$ cat src/rtl/rx_controller.sv
// rx_controller: receive sequencer, parity/stop check into a FIFO; RX_CONTROLLER_IRQ_EN builds irq_o
module rx_controller #(
  parameter int FIFO_DEPTH = 4
) (
  input  logic        clk_i,
  input  logic        rst_ni,
  input  logic        cr_re_i,
  input  logic        cr_ds_i,
  input  logic [1:0]  cr_p_i,
  input  logic        cr_s_i,
  input  logic [10:0] packet_i,
  input  logic        packet_valid_i,
  input  logic        rxdr_read_i,
  input  logic        ore_clr_i,
  input  logic        flush_i,
  output logic [7:0]  rxdr_o,
  output logic        sr_rxne_o,
  output logic        sr_pe_o,
  output logic        sr_fe_o,
  output logic        sr_ore_o,
  output logic        irq_o
);
  localparam int AW = $clog2(FIFO_DEPTH);
  typedef enum logic [1:0] {IDLE, CHECK, STORE} state_t;
  state_t state, state_nxt;
  logic [10:0] pkt;
  logic ds, s;
  logic [1:0] p;
  logic [AW:0] wp, rp;
  logic [9:0] mem [FIFO_DEPTH];
  logic [9:0] head;
  logic ore, empty, full, pop, push, pe, fe, ore_set;
  always_ff @(posedge clk_i or negedge rst_ni)
    if (!rst_ni) state <= IDLE;
    else state <= state_nxt;
  always_comb
    state_nxt = state == IDLE ? ((packet_valid_i & cr_re_i) ? CHECK : IDLE) :
                state == CHECK ? STORE : IDLE;
  always_comb begin
    empty = wp == rp;
    full = (wp[AW] != rp[AW]) & (wp[AW-1:0] == rp[AW-1:0]);
    pop = rxdr_read_i & ~empty;
    pe = p[1] & (^pkt[6:0] ^ (~ds & pkt[7]) ^ pkt[8] ^ p[0]);
    fe = ~pkt[9] | (s & ~pkt[10]);
    push = (state == STORE) & (~full | pop);
    ore_set = ((state == STORE) & full & ~pop) | (packet_valid_i & cr_re_i & (state != IDLE));
  end
  always_ff @(posedge clk_i or negedge rst_ni)
    if (!rst_ni) begin
      pkt <= '0;
      ds <= 1'b0;
      p <= '0;
      s <= 1'b0;
    end else if (state == IDLE && packet_valid_i && cr_re_i) begin
      pkt <= packet_i;
      ds <= cr_ds_i;
      p <= cr_p_i;
      s <= cr_s_i;
    end
  always_ff @(posedge clk_i or negedge rst_ni)
    if (!rst_ni) begin
      wp <= '0;
      rp <= '0;
      ore <= 1'b0;
    end else begin
      wp <= flush_i ? '0 : wp + {{AW{1'b0}}, push};
      rp <= flush_i ? '0 : rp + {{AW{1'b0}}, pop};
      ore <= ore_set | (ore & ~ore_clr_i);
    end
  always_ff @(posedge clk_i)
    if (push && !flush_i) mem[wp[AW-1:0]] <= {fe, pe, pkt[7:0]};
  assign head = empty ? 10'd0 : mem[rp[AW-1:0]];
  assign rxdr_o = head[7:0];
  assign sr_pe_o = head[8];
  assign sr_fe_o = head[9];
  assign sr_rxne_o = ~empty;
  assign sr_ore_o = ore;
`ifdef RX_CONTROLLER_IRQ_EN
  logic irq;
  always_ff @(posedge clk_i or negedge rst_ni)
    if (!rst_ni) irq <= 1'b0;
    else irq <= sr_rxne_o | sr_ore_o | sr_pe_o | sr_fe_o;
  assign irq_o = irq;
`else
  assign irq_o = 1'b0;
`endif
endmodule

$ cat config.mk
export PLATFORM = sky130hd
export DESIGN_NAME = rx_controller
export DESIGN_NICKNAME = d
export VERILOG_FILES = /design/src/rtl/rx_controller.sv
export SDC_FILE = /design/constraint.sdc
export NUM_CORES = 1
export LEC_CHECK = 0
export BUFFER_PORTS_ARGS = -buffer_cell sky130_fd_sc_hd__buf_2
export CAP_MARGIN = 40
export CORE_MARGIN = 1
export CORE_UTILIZATION = 50
export DETAILED_ROUTE_END_ITERATION = 10
export GPL_TIMING_DRIVEN = 0
export PLACE_DENSITY = 0.71
export SLEW_MARGIN = 20
export SYNTH_ARGS = -nofsm -noshare
export SYNTH_HDL_FRONTEND = slang
export SYNTH_SLANG_ARGS = --single-unit
$ cat constraint.sdc
create_clock -name clk_i -period 4.89 [get_ports clk_i]
set_clock_uncertainty 0.05 [all_clocks]
set_input_delay 0.489 -clock clk_i [delete_from_list [all_inputs] [get_ports clk_i]]
set_output_delay 0.489 -clock clk_i [all_outputs]
set_load 0.02 [all_outputs]
# == Word level (Yosys, flattened, before mapping) ==
# Memory sizes are Yosys's and may differ from the RTL's.
# Cells that the tools add are included.
# op_classes
reduce_logical,7
eq_ne,5
n_addsub,2
n_bitwise,25
mux,8
# ops
operator,count
1-bit AND,11
10-bit two-way mux,1
1-bit inverter,7
7-bit parity,1
3-bit by 1-bit adder with 3-bit output,2
3-bit two-way mux,2
2-bit two-way mux,2
1-bit bitwise OR,4
3-bit == test,1
1-bit logical AND,3
1-bit two-way mux,3
1-bit bitwise XOR,3
"2-bit by 1-bit == test with 1-bit output, second input constant",1
2-bit == test,1
"2-bit == test, second input constant",1
2-bit logical NOT,1
2-bit nonzero test,1
1-bit logical NOT,1
1-bit inequality test,1
# totals
ramBits,40
elab_cells,56
out_inout_bits,13
n_memories,1
ff_bits,24
input_bits,22
# mem_list
name,depth,width,rd,rd_clocked_by_memory_dff,write_ports,line,text
mem,4,10,1,0,1,30,logic [9:0] mem [FIFO_DEPTH];

# == Longest topological paths before layout ==
# depth
ltp_word,8
mapped_depth,9
mapped_depth_nobuf,8

# == Worst setup path before layout ==
# No wires, ideal clock.
# synth_timing
path_kind,register to register
startpoint,register wp[1]
endpoint,memory mem[0][0] (enable)
required_time_ps,4436
arrival_time_ps,1867
period_less_slack_ps,2320
n_path_buf,0
stages_incl_launch_ff,5
setup_time_ps,404
path_slack_ps,2570
cell_sequence,dfrtp_1 > xnor2_1 > nand4b_1 > nand3b_2 > nor4_1
# synth_via
elab_chain_cells,8
elab_cells_between_ends,11
cone_classes,eq/ne (2); mux (2); bitwise (6); reduce/logical (1)
# synth_rtl
item,line,text
"start, declared",29,"logic [AW:0] wp, rp;"
"start signal, assigned",66,"wp <= flush_i ? '0 : wp + {{AW{1'b0}}, push};"
3-bit == test or 2-bit == test (tied branches),"40, 41",
1-bit inverter or 1-bit AND (tied branches),"42, 41",
1-bit AND or 1-bit inverter (tied branches),"42, 45",
1-bit bitwise OR,45,push = (state == STORE) & (~full | pop);
1-bit AND,45,
1-bit logical AND,71,"if (push && !flush_i) mem[wp[AW-1:0]] <= {fe, pe, pkt[7:0]};"
1-bit two-way mux,71,
1-bit two-way mux (implied by the code),71,
"end, declared",30,
# Several ways; a longest one is shown, not always the timed one.

# == Worst setup path in the final report ==
# layout_timing
startpoint,register rp[0]
endpoint,output port rxdr_o[0]
# layout_via
elab_chain_cells,2
elab_cells_between_ends,3
cone_classes,eq/ne (1); mux (1); memory (1)
# layout_rtl
item,line,text
"start, declared",29,
"start signal, assigned",67,"rp <= flush_i ? '0 : rp + {{AW{1'b0}}, pop};"
memory 4 x 10 bit or 3-bit == test (tied branches),--,
10-bit two-way mux (*),72,assign head = empty ? 10'd0 : mem[rp[AW-1:0]];
"end, declared",16,"output logic [7:0] rxdr_o,"
# Mark *: on every way between the ends. The rest lies on a longest branch, timed or not.

==> flow_summary.ini <==
[clocking]
ctsHoldBuffers = 0
ctsResizeCount = 0
path_clk_slew_ps = 60
cts_tree = built
clkLatencyLatePin_ps = 330
cts_buffers = 9
cts_setup_buffers = 0
root_buffer = clkbuf_8
cts_max_level = 3
clock_tree.buffer_depth = 2
clock_sinks = 64

[synth]
synthCells = 153
ys_seq_area_frac = 0.6742
syn-cell-area_sq_um = 2673
synth.distinct_cells = 26
synth_area_per_cell_sq_um = 17.47
ys_ff_latch = 64
synth_warnings = 0
synth_fp_nets = 179

[run]
cap_violations = 0

[final_layout]
layout.nets = 224
num_antenna_cells = 0
final_core_util = 0.6117
nFillCells = 417
areaGrowthSynthToFinish_pct = 17.65
drive_above_1_share = 0.4039

[worst_setup_path]
cp.required_ps = 4350
startpoint_type = register
cp_top_family = multiplexers
r2r_start = wp[0]$_DFF_PN0_
cp_cell_sequence = buf_4, mux4_2, nor2b_1, buf_2
crit_slowest_cell = mux4_2
cp_max_fo = 10
crit_buf_inv = 2
cp-startpoint = rp[0]$_DFF_PN0_
arrival_ps = 1840
max_stage_delay_ps = 530
crit_type = register to primary output
setup.worst_path.end_class = primary output

[detailed_routing]
first_pass_iters = 4
drcViolationCount = 0
wl_per_cell_um = 15.39
drt-total-wl_mm = 4.202
ant_nets = 0
avgViaCountPerCell = 5.051
via_count = 1379
drtIter0Drc = 62

[power_and_ir_drop]
peakVddDrop_mv = 0.2797
swShare = 0.2499
seqPwrFrac = 0.516
leakage_uw = 0.001231
pwr-share-clk = 0.311
switching_power_uw = 328.8
pwr-share-comb = 0.173
p_int_uw = 987.0
power.density_nw_per_um2 = 418.5

[floorplan]
die_area_sq_um = 5642
initial_core_util = 0.5200
coreArea_sq_um = 5140
fp.dieW_um = 75.11
fp.dieH_um = 75.11
io-pin-count = 35
num_rows = 26

[global_routing]
antenna_found_initial = 0
overflow = 0
grt_pass1_wl_mm = 6.941
grt_max_degree = 25
grt_pass1_vias = 1394
grt_usage = 0.1803

[place]
routabilityCongestion = 0.6939
port_buffers = 32
hpwl_mm = 2.972

[sta]
worst_slew_pin_slew_ps = 788.8
final-max-slew-violation-count = 0
hold_viol = 0
rsz0062_at_grt = no
fmax_mhz = 419.5
period_share = 0.4874
setup_tns_ps = 0
fin_crit_ps = 2384
slew_headroom = 0.4719
finalSetupViolCount = 0

[status]
status = finished, final reports clean

[worst_hold_path]
worstHoldPathType = input port to async pin
-- area by class of cell --
type | count | area, sq um | area share
inverters | 4 | 15.01 | 0.004775
clock inverters | 1 | 3.754 | 0.001194
repair buffers | 34 | 175.2 | 0.05571
plain buffers | 6 | 47.55 | 0.01512
flip-flops and latches | 64 | 1802 | 0.5730
multi-input cells | 79 | 837.1 | 0.2662
well taps | 70 | 87.58 | 0.02786
clock buffers | 15 | 176.4 | 0.05611
-- layout by cell type (no fill, tap or decap), drive strengths merged --
cell    Yosys  layout
dfrtp      24      24
conb        1       1
o22ai       1       1
o21ai       2       2
nor4b       2       2
nand3b      1       1
nand4b      1       1
xnor2       9       9
clkinv      0       1
inv         4       4
o21a        1       1
edfxtp     40      40
nor4        1       1
mux2       14      14
buf         6      40
xnor3       1       1
nor2        4       4
mux4       10      10
nor2b      17      17
ha          4       4
clkbuf      0      15
nand2       4       4
nor3        2       2
xor2        3       3
and2        1       1
-- state kept, by name, summed over array words and instances, names as in the netlist, 2 cells and up --
name   flops
mem       40
pkt       11
rp         3
wp         3
p          2
state      2
-- layer usage --
metal,share of wire,GRT usage,routed length (um)
met1,0.45,0.2238,1871
met2,0.50,0.2953,2083
met3,0.039,0.04819,162
met4,0.020,0.08805,85
met5,0,0,0
-- final timing paths --
kind                       slack [ps]  cells past startpoint             endpoint
min reg2reg                       460                      1  pkt[10]$_DFFE_PN0P_
max in group asynchronous        4370                      1   pkt[1]$_DFFE_PN0P_
min                                70                      1      rp[0]$_DFF_PN0_
max reg2reg                      2650                      5  mem[0][4]$_DFFE_PP_
max                              2510                      4            rxdr_o[0]
min in group clk_i                280                      2   sr_ore_o$_DFF_PN0_
-- cell usage after synthesis --
cell type  number  share of area
buf_2           2         0.0037
o21a_1          1         0.0028
nor2_1          4         0.0056
nand3b_2        1         0.0042
edfxtp_1       40           0.45
buf_4           2         0.0056
xnor3_1         1         0.0084
xor2_1          3         0.0098
xnor2_1         9          0.029
o22ai_1         1         0.0023
nor4_1          1         0.0023
conb_1          1         0.0014
nand2_1         4         0.0056
nor3_1          1         0.0019
inv_1           4         0.0056
buf_6           2         0.0084
nor4b_2         2          0.011
nor3_4          1         0.0061
ha_1            4          0.019
nand4b_1        1         0.0033
mux4_2         10          0.084
nor2b_1        17          0.040
and2_1          1         0.0023
mux2_2         14          0.059
dfrtp_1        24           0.22
o21ai_0         2         0.0037
-- worst register-to-register path: cells and delay by family (launching register included) --
family,cells,cell delay (ps)
AND/OR/NAND/NOR,3,980
buffers and inverters,1,280
XOR/XNOR,1,180
flip-flops,1,470
-- power by group through the flow --
stage	logic, uW	clock network [uW]	registers (uW)
after floorplan	175	0	676
after global placement	224	0	683
after detailed placement	232	0	689
after CTS	233	413	678
after global routing	251	437	684
final	228	409	678
-- cell families (layout without fill, tap and decap cells) --
logic type / count (synthesis) / after routing / share of synthesized area
simple gates: 33 / 33 / 0.08240
xor+xnor: 13 / 13 / 0.04776
fa+ha+maj: 4 / 4 / 0.01873
flops: 64 / 64 / 0.6742
other cells: 1 / 1 / 0.001403
compound gates: 4 / 4 / 0.008898
buf+inv: 10 / 60 / 0.02340
mux: 24 / 24 / 0.1433
-- per-stage QoR --
step                      hold slack, ps  setup WS (ps)  area [sq um]  total power, uW  std cells
final                              73.94           2506          3144             1316        273
after global routing               104.4           2408          3144             1373        273
after CTS                          88.56           2487          3144             1324        273
after detailed placement           444.8           2610          2964            921.3        257
after global placement             430.0           1801          2920            906.7        255
after floorplan                    143.4           2570          2673            850.9        153
No activity file was read; power rests on OpenSTA's default activity.
